===== src/rtl/gamma_mux_scheduler_if.sv =====
// gamma_mux_scheduler_if: request, shared-mux and result handshake bundle of the gamma scheduler
interface gamma_mux_scheduler_if #(
    parameter int GAMMA_CYCLE_WIDTH = 16,
    parameter int NUM_INPUTS = GAMMA_CYCLE_WIDTH,
    parameter int SELECT_WIDTH = $clog2(NUM_INPUTS),
    parameter int TIME_WIDTH = $clog2(GAMMA_CYCLE_WIDTH)
);
    logic                    enable;
    logic [NUM_INPUTS-1:0]   req;
    logic                    mux_out;
    logic [SELECT_WIDTH-1:0] select;
    logic                    gamma_start;
    logic                    busy;
    logic                    result_valid;
    logic                    result_ready;
    logic [SELECT_WIDTH-1:0] result_idx;
    logic [TIME_WIDTH-1:0]   result_time;
    logic                    result_hit;

    modport master (
        input  enable, req, mux_out, result_ready,
        output select, gamma_start, busy, result_valid, result_idx, result_time, result_hit
    );

    modport slave (
        output enable, req, mux_out, result_ready,
        input  select, gamma_start, busy, result_valid, result_idx, result_time, result_hit
    );
endinterface


===== src/rtl/gamma_mux_scheduler.sv =====
// gamma_mux_scheduler: grants one requester per gamma window on a shared mux and timestamps its first spike (SCHED_FIXED_PRIORITY_EN selects lowest-index priority instead of round-robin)
module gamma_mux_scheduler #(
    parameter int GAMMA_CYCLE_WIDTH = 16,
    parameter int NUM_INPUTS = GAMMA_CYCLE_WIDTH,
    parameter int SELECT_WIDTH = $clog2(NUM_INPUTS),
    parameter int TIME_WIDTH = $clog2(GAMMA_CYCLE_WIDTH),
    parameter int MUX_LATENCY = 1
) (
    input logic                   aclk,
    input logic                   grst,
    gamma_mux_scheduler_if.master bus
);
    localparam int WINDOW = GAMMA_CYCLE_WIDTH + MUX_LATENCY;
    localparam int CNT_WIDTH = $clog2(WINDOW);

    typedef enum logic [1:0] {IDLE, RUN, REPORT} state_t;

    state_t                  state_q, state_d;
    logic [CNT_WIDTH-1:0]    gamma_cnt_q;
    logic [SELECT_WIDTH-1:0] select_q, last_grant_q, idx_q, grant;
    logic [TIME_WIDTH-1:0]   time_q;
    logic                    hit_q, gamma_start_q, have_req, start, spike, last_cnt;

    assign have_req = |bus.req;
    assign start    = have_req && bus.enable &&
                      ((state_q == IDLE) || (state_q == REPORT && bus.result_ready));
    assign last_cnt = gamma_cnt_q == CNT_WIDTH'(WINDOW - 1);
    assign spike    = bus.mux_out && !hit_q && (gamma_cnt_q >= CNT_WIDTH'(MUX_LATENCY));

`ifdef SCHED_FIXED_PRIORITY_EN
    // lowest set request index wins
    always_comb begin
        grant = '0;
        for (int i = NUM_INPUTS - 1; i >= 0; i--)
            if (bus.req[i]) grant = SELECT_WIDTH'(i);
    end
`else
    logic [SELECT_WIDTH-1:0] rr_base, k;
    logic                    found;
    // in REPORT the result being acknowledged becomes the pointer for a back-to-back grant
    assign rr_base = (state_q == REPORT) ? idx_q : last_grant_q;
    // round-robin search starting just past the previous winner
    always_comb begin
        grant = '0;
        found = 1'b0;
        k     = '0;
        for (int i = 1; i <= NUM_INPUTS; i++) begin
            k = SELECT_WIDTH'((int'(rr_base) + i) % NUM_INPUTS);
            if (!found && bus.req[k]) begin
                grant = k;
                found = 1'b1;
            end
        end
    end
`endif

    // state register
    always_ff @(posedge aclk) begin
        if (grst) state_q <= IDLE;
        else      state_q <= state_d;
    end

    // next-state logic
    always_comb begin
        state_d = state_q;
        case (state_q)
            IDLE:    state_d = start ? RUN : IDLE;
            RUN:     state_d = last_cnt ? REPORT : RUN;
            REPORT:  state_d = !bus.result_ready ? REPORT : (start ? RUN : IDLE);
            default: state_d = IDLE;
        endcase
    end

    // grant capture, window counter and first-spike timestamp
    always_ff @(posedge aclk) begin
        if (grst) begin
            gamma_cnt_q   <= '0;
            select_q      <= '0;
            idx_q         <= '0;
            time_q        <= '0;
            hit_q         <= 1'b0;
            gamma_start_q <= 1'b0;
            last_grant_q  <= SELECT_WIDTH'(NUM_INPUTS - 1);
        end else begin
            gamma_start_q <= start;
            if (state_q == REPORT && bus.result_ready) last_grant_q <= idx_q;
            if (start) begin
                select_q    <= grant;
                idx_q       <= grant;
                gamma_cnt_q <= '0;
                time_q      <= '0;
                hit_q       <= 1'b0;
            end else if (state_q == RUN) begin
                gamma_cnt_q <= gamma_cnt_q + CNT_WIDTH'(1);
                if (spike) begin
                    hit_q  <= 1'b1;
                    time_q <= TIME_WIDTH'(gamma_cnt_q - CNT_WIDTH'(MUX_LATENCY));
                end
            end
        end
    end

    // outputs
    always_comb begin
        bus.select       = select_q;
        bus.gamma_start  = gamma_start_q;
        bus.busy         = state_q != IDLE;
        bus.result_valid = state_q == REPORT;
        bus.result_idx   = idx_q;
        bus.result_time  = time_q;
        bus.result_hit   = hit_q;
    end
endmodule


===== src/flat_wrapper.sv =====
// flat-port wrapper written by rule: the top's interface ports become plain ports
module gamma_mux_scheduler_flat 
#(
    parameter int GAMMA_CYCLE_WIDTH = 16,
    parameter int NUM_INPUTS = GAMMA_CYCLE_WIDTH,
    parameter int SELECT_WIDTH = $clog2(NUM_INPUTS),
    parameter int TIME_WIDTH = $clog2(GAMMA_CYCLE_WIDTH),
    parameter int MUX_LATENCY = 1
)
  (aclk, grst, bus_enable, bus_req, bus_mux_out, bus_result_ready, bus_select, bus_gamma_start, bus_busy, bus_result_valid, bus_result_idx, bus_result_time, bus_result_hit);
  gamma_mux_scheduler_if #(.GAMMA_CYCLE_WIDTH(GAMMA_CYCLE_WIDTH), .NUM_INPUTS(NUM_INPUTS), .SELECT_WIDTH(SELECT_WIDTH), .TIME_WIDTH(TIME_WIDTH)) bus_i ();
  input logic aclk;
  input logic grst;
  input wire logic [$bits(bus_i.enable)-1:0] bus_enable;
  input wire logic [$bits(bus_i.req)-1:0] bus_req;
  input wire logic [$bits(bus_i.mux_out)-1:0] bus_mux_out;
  input wire logic [$bits(bus_i.result_ready)-1:0] bus_result_ready;
  output wire logic [$bits(bus_i.select)-1:0] bus_select;
  output wire logic [$bits(bus_i.gamma_start)-1:0] bus_gamma_start;
  output wire logic [$bits(bus_i.busy)-1:0] bus_busy;
  output wire logic [$bits(bus_i.result_valid)-1:0] bus_result_valid;
  output wire logic [$bits(bus_i.result_idx)-1:0] bus_result_idx;
  output wire logic [$bits(bus_i.result_time)-1:0] bus_result_time;
  output wire logic [$bits(bus_i.result_hit)-1:0] bus_result_hit;
  assign bus_i.enable = bus_enable;
  assign bus_i.req = bus_req;
  assign bus_i.mux_out = bus_mux_out;
  assign bus_i.result_ready = bus_result_ready;
  assign bus_select = bus_i.select;
  assign bus_gamma_start = bus_i.gamma_start;
  assign bus_busy = bus_i.busy;
  assign bus_result_valid = bus_i.result_valid;
  assign bus_result_idx = bus_i.result_idx;
  assign bus_result_time = bus_i.result_time;
  assign bus_result_hit = bus_i.result_hit;
  gamma_mux_scheduler #(.GAMMA_CYCLE_WIDTH(GAMMA_CYCLE_WIDTH), .NUM_INPUTS(NUM_INPUTS), .SELECT_WIDTH(SELECT_WIDTH), .TIME_WIDTH(TIME_WIDTH), .MUX_LATENCY(MUX_LATENCY)) u_core (.aclk(aclk), .grst(grst), .bus(bus_i));
endmodule

===== config.mk =====
export PLATFORM = sky130hd
export DESIGN_NAME = gamma_mux_scheduler_flat
export DESIGN_NICKNAME = d
export VERILOG_FILES = /design/src/rtl/gamma_mux_scheduler_if.sv /design/src/rtl/gamma_mux_scheduler.sv /design/src/flat_wrapper.sv
export SDC_FILE = /design/constraint.sdc
export NUM_CORES = 1
export LEC_CHECK = 0
export ABC_CLOCK_PERIOD_IN_PS = 5100
export CORE_MARGIN = 3
export CORE_UTILIZATION = 59
export CTS_BUF_LIST = sky130_fd_sc_hd__clkbuf_4
export CTS_CLUSTER_DIAMETER = 100
export DETAILED_ROUTE_END_ITERATION = 10
export PLACE_DENSITY = 0.89
export RECOVER_POWER = 50
export SLEW_MARGIN = 20
export SYNTH_ARGS = -nofsm -noshare
export SYNTH_HDL_FRONTEND = slang
export SYNTH_SLANG_ARGS = --single-unit

===== constraint.sdc =====
create_clock -name aclk -period 5.1 [get_ports aclk]
set_input_delay 1.02 -clock aclk [delete_from_list [all_inputs] [get_ports aclk]]
set_output_delay 1.02 -clock aclk [all_outputs]
set_load 0.01 [all_outputs]

==> results.ini, run 1 <==
[logic_synthesis]
async_flop_share_pct=0
synthTopCellsByArea=dfxtp_1 13%, mux4_2 7.6%, mux2i_1 5.8%, nor2_1 5.4%, a21oi_1 5.1%
yosysUniqueCellTypes=71
syn_area_mm2=0.00326
yosysTopAreaCell=dfxtp_1
synth_edf_count=0
syn_nets=430
synth.top_cell.area_share_pct=12.9
ys_warn_count=0
synth-seq-cells=21
yosysSeqAreaShare_pct=12.9
avgSynthCellArea_um2=8.07
syn_inst=404
ys_dominant_reg_cell=dfxtp_1

[floorplanning]
die-height_um=80.3
core_area_mm2=0.00524
die_area_mm2=0.00645
rows=26
io_pins=37
start_util_pct=62.3
die_x_um=80.3

[cells_and_area]
drive_gt1_share_pct=13.3
nFillCells=451
final_util_pct=69.1
final_cell_mix=47 x nor2_1, 33 x a21oi_1, 26 x nand2_1, 24 x clkdlybuf4s50_1, 21 x dfxtp_1
syn2layout_area_growth_pct=11.0
fin_nets=449
n_antenna_cell=0
final_common_cell=nor2_1

[clock_tree]
clk_latency_ns=0.32
cts_inserted_buffers=3
cts_resized=0
cts_root_buf=clkbuf_4
post_cts_buffers=0
cts_sinks=21
cts_hold_buf=0
clkTransAtPathRegs_ns=0.12
cts_tree=yes
htreeDepth=1
cts_buffer_depth=2

[sta]
min_period_over_period_pct=88.4
rsz0062_at_grt=no
worst_pin_slew_ns=0.889
slew_headroom_pct=39.5
max_freq_mhz=222
finalSetupTns_ns=0
period_needed_ns=4.51
drv_slew=0
finalHoldViolCount=0
clock-skew-final_ns=0.0188
finalSetupViolCount=0

[global_route]
antenna_found_initial=0
first_global_vias=3275
overflow=0
grt_max_degree=29
track_usage_pct=31.3
grt_pass1_wl_mm=16.0

[setup_path]
arrival_ns=4.70
required_ns=5.30
reg2reg_slack_ns=0.59
start_kind=flip-flop
endpoint_kind=flip-flop
rr_worst_depth=13
path_class=flip-flop to flip-flop
critPathMaxFanout=16

[power_and_ir_drop]
clkPwrFrac_pct=20.3
power.internal_uw=262
power_leakage_uw=0.00141
power.density_mw_per_mm2=111
netSwitchingFraction_pct=34.8
p_comb_share_pct=36.0
ir_drop_mv=0.0982
p_sw_uw=140
seqPwrFrac_pct=43.7

[run_status]
status=completed

[routing]
routed_wl_mm=10.0
avgViaCountPerCell=7.15
dr.pass1.iters=5
drc_errors=0
vias=3517
wire_per_inst_um=20.3
first_iter_violations=393
antenna_left=0

[worst_hold_path]
hold_path.class=flip-flop to flip-flop
whs_path_depth=2

[place]
hpwl_mm=7.68
portBuffers=36
gp_congestion=1.07

[job]
cap_violations=0

[flip-flops by register name, indices dropped and copies added, names as in the netlist]
name                    count
u_core.bus.select           4
u_core.bus.result_hit       1
u_core.bus.gamma_start      1
u_core.bus.result_time      4
u_core.last_grant_q         4
u_core.state_q              2
u_core.gamma_cnt_q          5
[through the flow]
step	std cells	hold WS (ns)	power, µW	area (µm²)	setup WS, ns
after global routing	492	0.538	424	3620	0.365
after global placement	488	0.475	318	3590	0.853
after CTS	492	0.512	399	3620	0.703
after detailed placement	488	0.487	321	3590	0.766
final	492	0.507	401	3620	0.592
after floorplan	404	0.471	268	3260	1.14
[synthesized netlist by cell type, types with 7 or more instances]
cell      count
nor3_1        9
nor2_1       47
mux2_2       13
xnor2_1      14
nand2_1      26
clkbuf_1     12
a211oi_1     16
and3_1       12
o21ai_0      18
o211ai_1      7
o211a_1       8
a21oi_1      33
mux2i_1      19
dfxtp_1      21
mux4_2       11
[final timing paths]
kind	start	endpoint
worst max-delay path	u_core.state_q[0]$_SDFF_PP0_	u_core.bus.select[0]$_SDFFE_PP0P_
worst min-delay path	u_core.bus.result_time[1]$_SDFFE_PP0P_	u_core.bus.result_time[1]$_SDFFE_PP0P_
worst max register to register	u_core.state_q[0]$_SDFF_PP0_	u_core.bus.select[0]$_SDFFE_PP0P_
worst min register to register	u_core.bus.result_time[1]$_SDFFE_PP0P_	u_core.bus.result_time[1]$_SDFFE_PP0P_
[cells by family (layout without fill, tap and decap cells)]
family                   count (synthesis)  in the layout  synth area share (%)
AO/OA/AOI/OAI                          139            139                  31.0
buffers and inverters                   35             53                  5.53
flip-flops                              21             21                  12.9
adder cells (fa/ha/maj)                  5              5                  1.92
AND/OR/NAND/NOR                        136            136                  21.8
multiplexers                            49             49                  21.5
XOR/XNOR                                19             19                  5.33
[critical path, stage by stage, from the launching register on]
cell,delay [ns]
dfxtp_1,0.42
nand2b_1,0.60
mux2i_4,0.35
inv_2,0.17
ha_1,0.28
xnor2_1,0.57
mux4_2,0.46
mux2_2,0.38
and3_1,0.21
and4_1,0.23
nand2_1,0.17
nor2_1,0.07
o41ai_1,0.35
o21ai_1,0.10
[final cells by class]
type	count	area (µm²)	area share, %
clock buffer	3	22.5	0.622
clock inverter	1	5.00	0.138
inverter	10	40.0	1.11
multi-input combinational	348	2660	73.5
sequential	21	420	11.6
tap	70	87.6	2.42
timing repair buffer	39	383	10.6
[per-layer routing]
layer	part of all wire [%]	track usage (%)	routed length, µm	vias up
met5	0	0	0	-
met1	39	39.1	3920	1613
met3	10	3.81	1000	36
met2	47	53.5	4680	255
li1	-	-	-	1613
met4	3.9	14.0	389	0
[power by group through the flow]
stage	logic (µW)	registers (µW)	clock network, µW
6_report	145	175	81.3
5_1_grt	155	176	93.0
4_1_cts	142	176	80.7
3_5_place_dp	142	179	0
3_3_place_gp	139	179	0
2_1_floorplan	90.1	178	0
Power figures use the tool's default switching activity.
==> inputs of run 2 (changes only) <==
Settings changed: CELL_PAD_IN_SITES_DETAIL_PLACEMENT set to 2, CELL_PAD_IN_SITES_GLOBAL_PLACEMENT set to 2, CORE_UTILIZATION 59 to 35.
==> results.ini, run 2 (synthesized netlist as in run 1, its figures left out) <==
[run_status]
status=completed

[floorplanning]
start_util_pct=36.7  ; -26 points
rows=34  ; +31%
core_area_mm2=0.00889  ; +70%
die_x_um=103  ; +28%
die-height_um=103  ; +28%
die_area_mm2=0.0105  ; +63%
io_pins=37  ; unchanged

[cells_and_area]
multi_input_area_mm2=0.00266  ; unchanged
largest-register=u_core.gamma_cnt_q
largest_reg_flops=5  ; unchanged
syn2layout_area_growth_pct=13.6
final_cell_mix=47 x nor2_1, 33 x a21oi_1, 26 x nand2_1, 24 x clkdlybuf4s50_1, 21 x dfxtp_1
area.sequential_um2=420  ; unchanged
fin_area_mm2=0.00370  ; +2.4%
drive_gt1_share_pct=14.3  ; +1.0 points
final_common_cell=nor2_1
n_antenna_cell=0  ; unchanged
nFillCells=1043  ; +130%
fin_nets=454  ; +1.1%
fin_cells=535  ; +8.7%

[setup_path]
path_class=flip-flop to flip-flop
arrival_ns=4.77  ; +0.07 ns
required_ns=5.29  ; about the same
critPathMaxFanout=16  ; unchanged
endpoint_kind=flip-flop
start_kind=flip-flop

[clock_tree]
post_cts_buffers=0  ; unchanged
cts_sinks=21  ; unchanged
cts_hold_buf=0  ; unchanged
cts_resized=0  ; unchanged
htreeDepth=1  ; unchanged
cts_inserted_buffers=3  ; unchanged
clkTransAtPathRegs_ns=0.13  ; about the same
cts_root_buf=clkbuf_4
cts_tree=yes
clk_latency_ns=0.32  ; about the same
cts_buffer_depth=2  ; unchanged

[routing]
vias=3501  ; -0.45%
drc_errors=0  ; unchanged
wire_per_inst_um=24.3  ; +20%
routed_wl_mm=13.0  ; +30%
dr.pass1.iters=4  ; -1
antenna_left=0  ; unchanged
first_iter_violations=229  ; -42%
avgViaCountPerCell=6.54  ; -8.5%

[power_and_ir_drop]
clkPwrFrac_pct=20.2  ; about the same
seqPwrFrac_pct=42.7  ; -1.0 points
p_sw_uw=150  ; +7.1%
ir_drop_mv=0.0727  ; -26%
netSwitchingFraction_pct=36.3  ; +1.5 points
power.density_mw_per_mm2=111  ; +0.40%
power_leakage_uw=0.00143  ; +1.8%
power.internal_uw=263  ; +0.45%
p_comb_share_pct=37.1  ; +1.1 points

[sta]
finalHoldViolCount=0  ; unchanged
whs_ns=0.505  ; -0.00278 ns
clock-skew-final_ns=0.0160  ; -0.00285 ns
rsz0062_at_grt=no
finalSetupTns_ns=0  ; unchanged
max_freq_mhz=218  ; -1.5%
slew_headroom_pct=38.1  ; -1.4 points
drv_slew=0  ; unchanged
worst_pin_slew_ns=0.903  ; +0.0143 ns
finalSetupViolCount=0  ; unchanged
min_period_over_period_pct=89.7  ; +1.4 points
period_needed_ns=4.58  ; +0.0693 ns
fin_ws_ns=0.523  ; -0.0693 ns

[place]
dp_slack_ns=0.679  ; -0.0863 ns
dp.cells=531  ; +8.8%
gp_congestion=0.934  ; -13%
hpwl_mm=10.4  ; +35%
placed_cell_area_mm2=0.00368  ; +2.4%
portBuffers=36  ; unchanged

[global_route]
antenna_found_initial=0  ; unchanged
grt_pass1_wl_mm=20.6  ; +29%
overflow=0  ; unchanged
first_global_vias=3638  ; +11%
track_usage_pct=25.4  ; -6.0 points
grt_max_degree=29  ; unchanged

[worst_hold_path]
hold_path.class=flip-flop to flip-flop

[job]
cap_violations=0  ; unchanged

[run 2: routing by layer]
layer  track usage [%]  wire length (µm)  share of wire, %
met1              33.5              5700                44
met2              44.9              6410                49
met3              1.49               598               4.6
met4              6.46               314               2.4
met5                 0                 0                 0
[run 2: worst paths after layout]
| kind | start | end | slack, ns | cells past startpoint |
|---|---|---|---|---|
| max | u_core.state_q[0]$_SDFF_PP0_ | u_core.bus.select[2]$_SDFFE_PP0P_ | 0.52 | 12 |
| max reg2reg | u_core.state_q[0]$_SDFF_PP0_ | u_core.bus.select[2]$_SDFFE_PP0P_ | 0.52 | 12 |
| min | u_core.bus.result_time[3]$_SDFFE_PP0P_ | u_core.bus.result_time[3]$_SDFFE_PP0P_ | 0.50 | 2 |
| min reg2reg | u_core.bus.result_time[3]$_SDFFE_PP0P_ | u_core.bus.result_time[3]$_SDFFE_PP0P_ | 0.50 | 2 |
[run 2: worst max-delay path, stage by stage (launching register included)]
cell and delay, ns:
dfxtp_1 0.43, nand2b_1 0.62, inv_1 0.49, o211a_1 0.39, a211o_1 0.25, and3_1 0.20, a211oi_1 0.60, o221a_2 0.38
nand4_4 0.18, nor4_4 0.45, a311o_1 0.26, a21oi_1 0.05, a21boi_1 0.14
[run 2: through the flow]
stage	power, µW	util (%)
after floorplan	268	-
after global placement	327	41.3
after detailed placement	332	41.3
after CTS	416	41.7
after global routing	439	41.7
final	413	41.7
[run 2: cell type report]
| type | instances | share of cell area (%) |
|---|---|---|
| Multi-Input combinational cell | 348 | 71.8 |
| Clock inverter | 1 | 0.135 |
| Inverter | 10 | 1.08 |
| Clock buffer | 3 | 0.608 |
| Sequential cell | 21 | 11.4 |
| Tap cell | 108 | 3.65 |
| Timing Repair Buffer | 44 | 11.4 |
[run 2: power groups by stage]
stage	clock network [µW]	logic (µW)	registers, µW
3_5_place_dp	0	152	180
6_report	83.4	153	176
3_3_place_gp	0	147	179
2_1_floorplan	0	90.1	178
5_1_grt	95.3	166	177
4_1_cts	86.9	153	177
==> inputs of run 3 (changes only) <==
Settings changed: SLEW_MARGIN 20 to unset.
==> results of run 3 <==
Same layout as run 2: the final DEF is identical, and so are final timing and power.
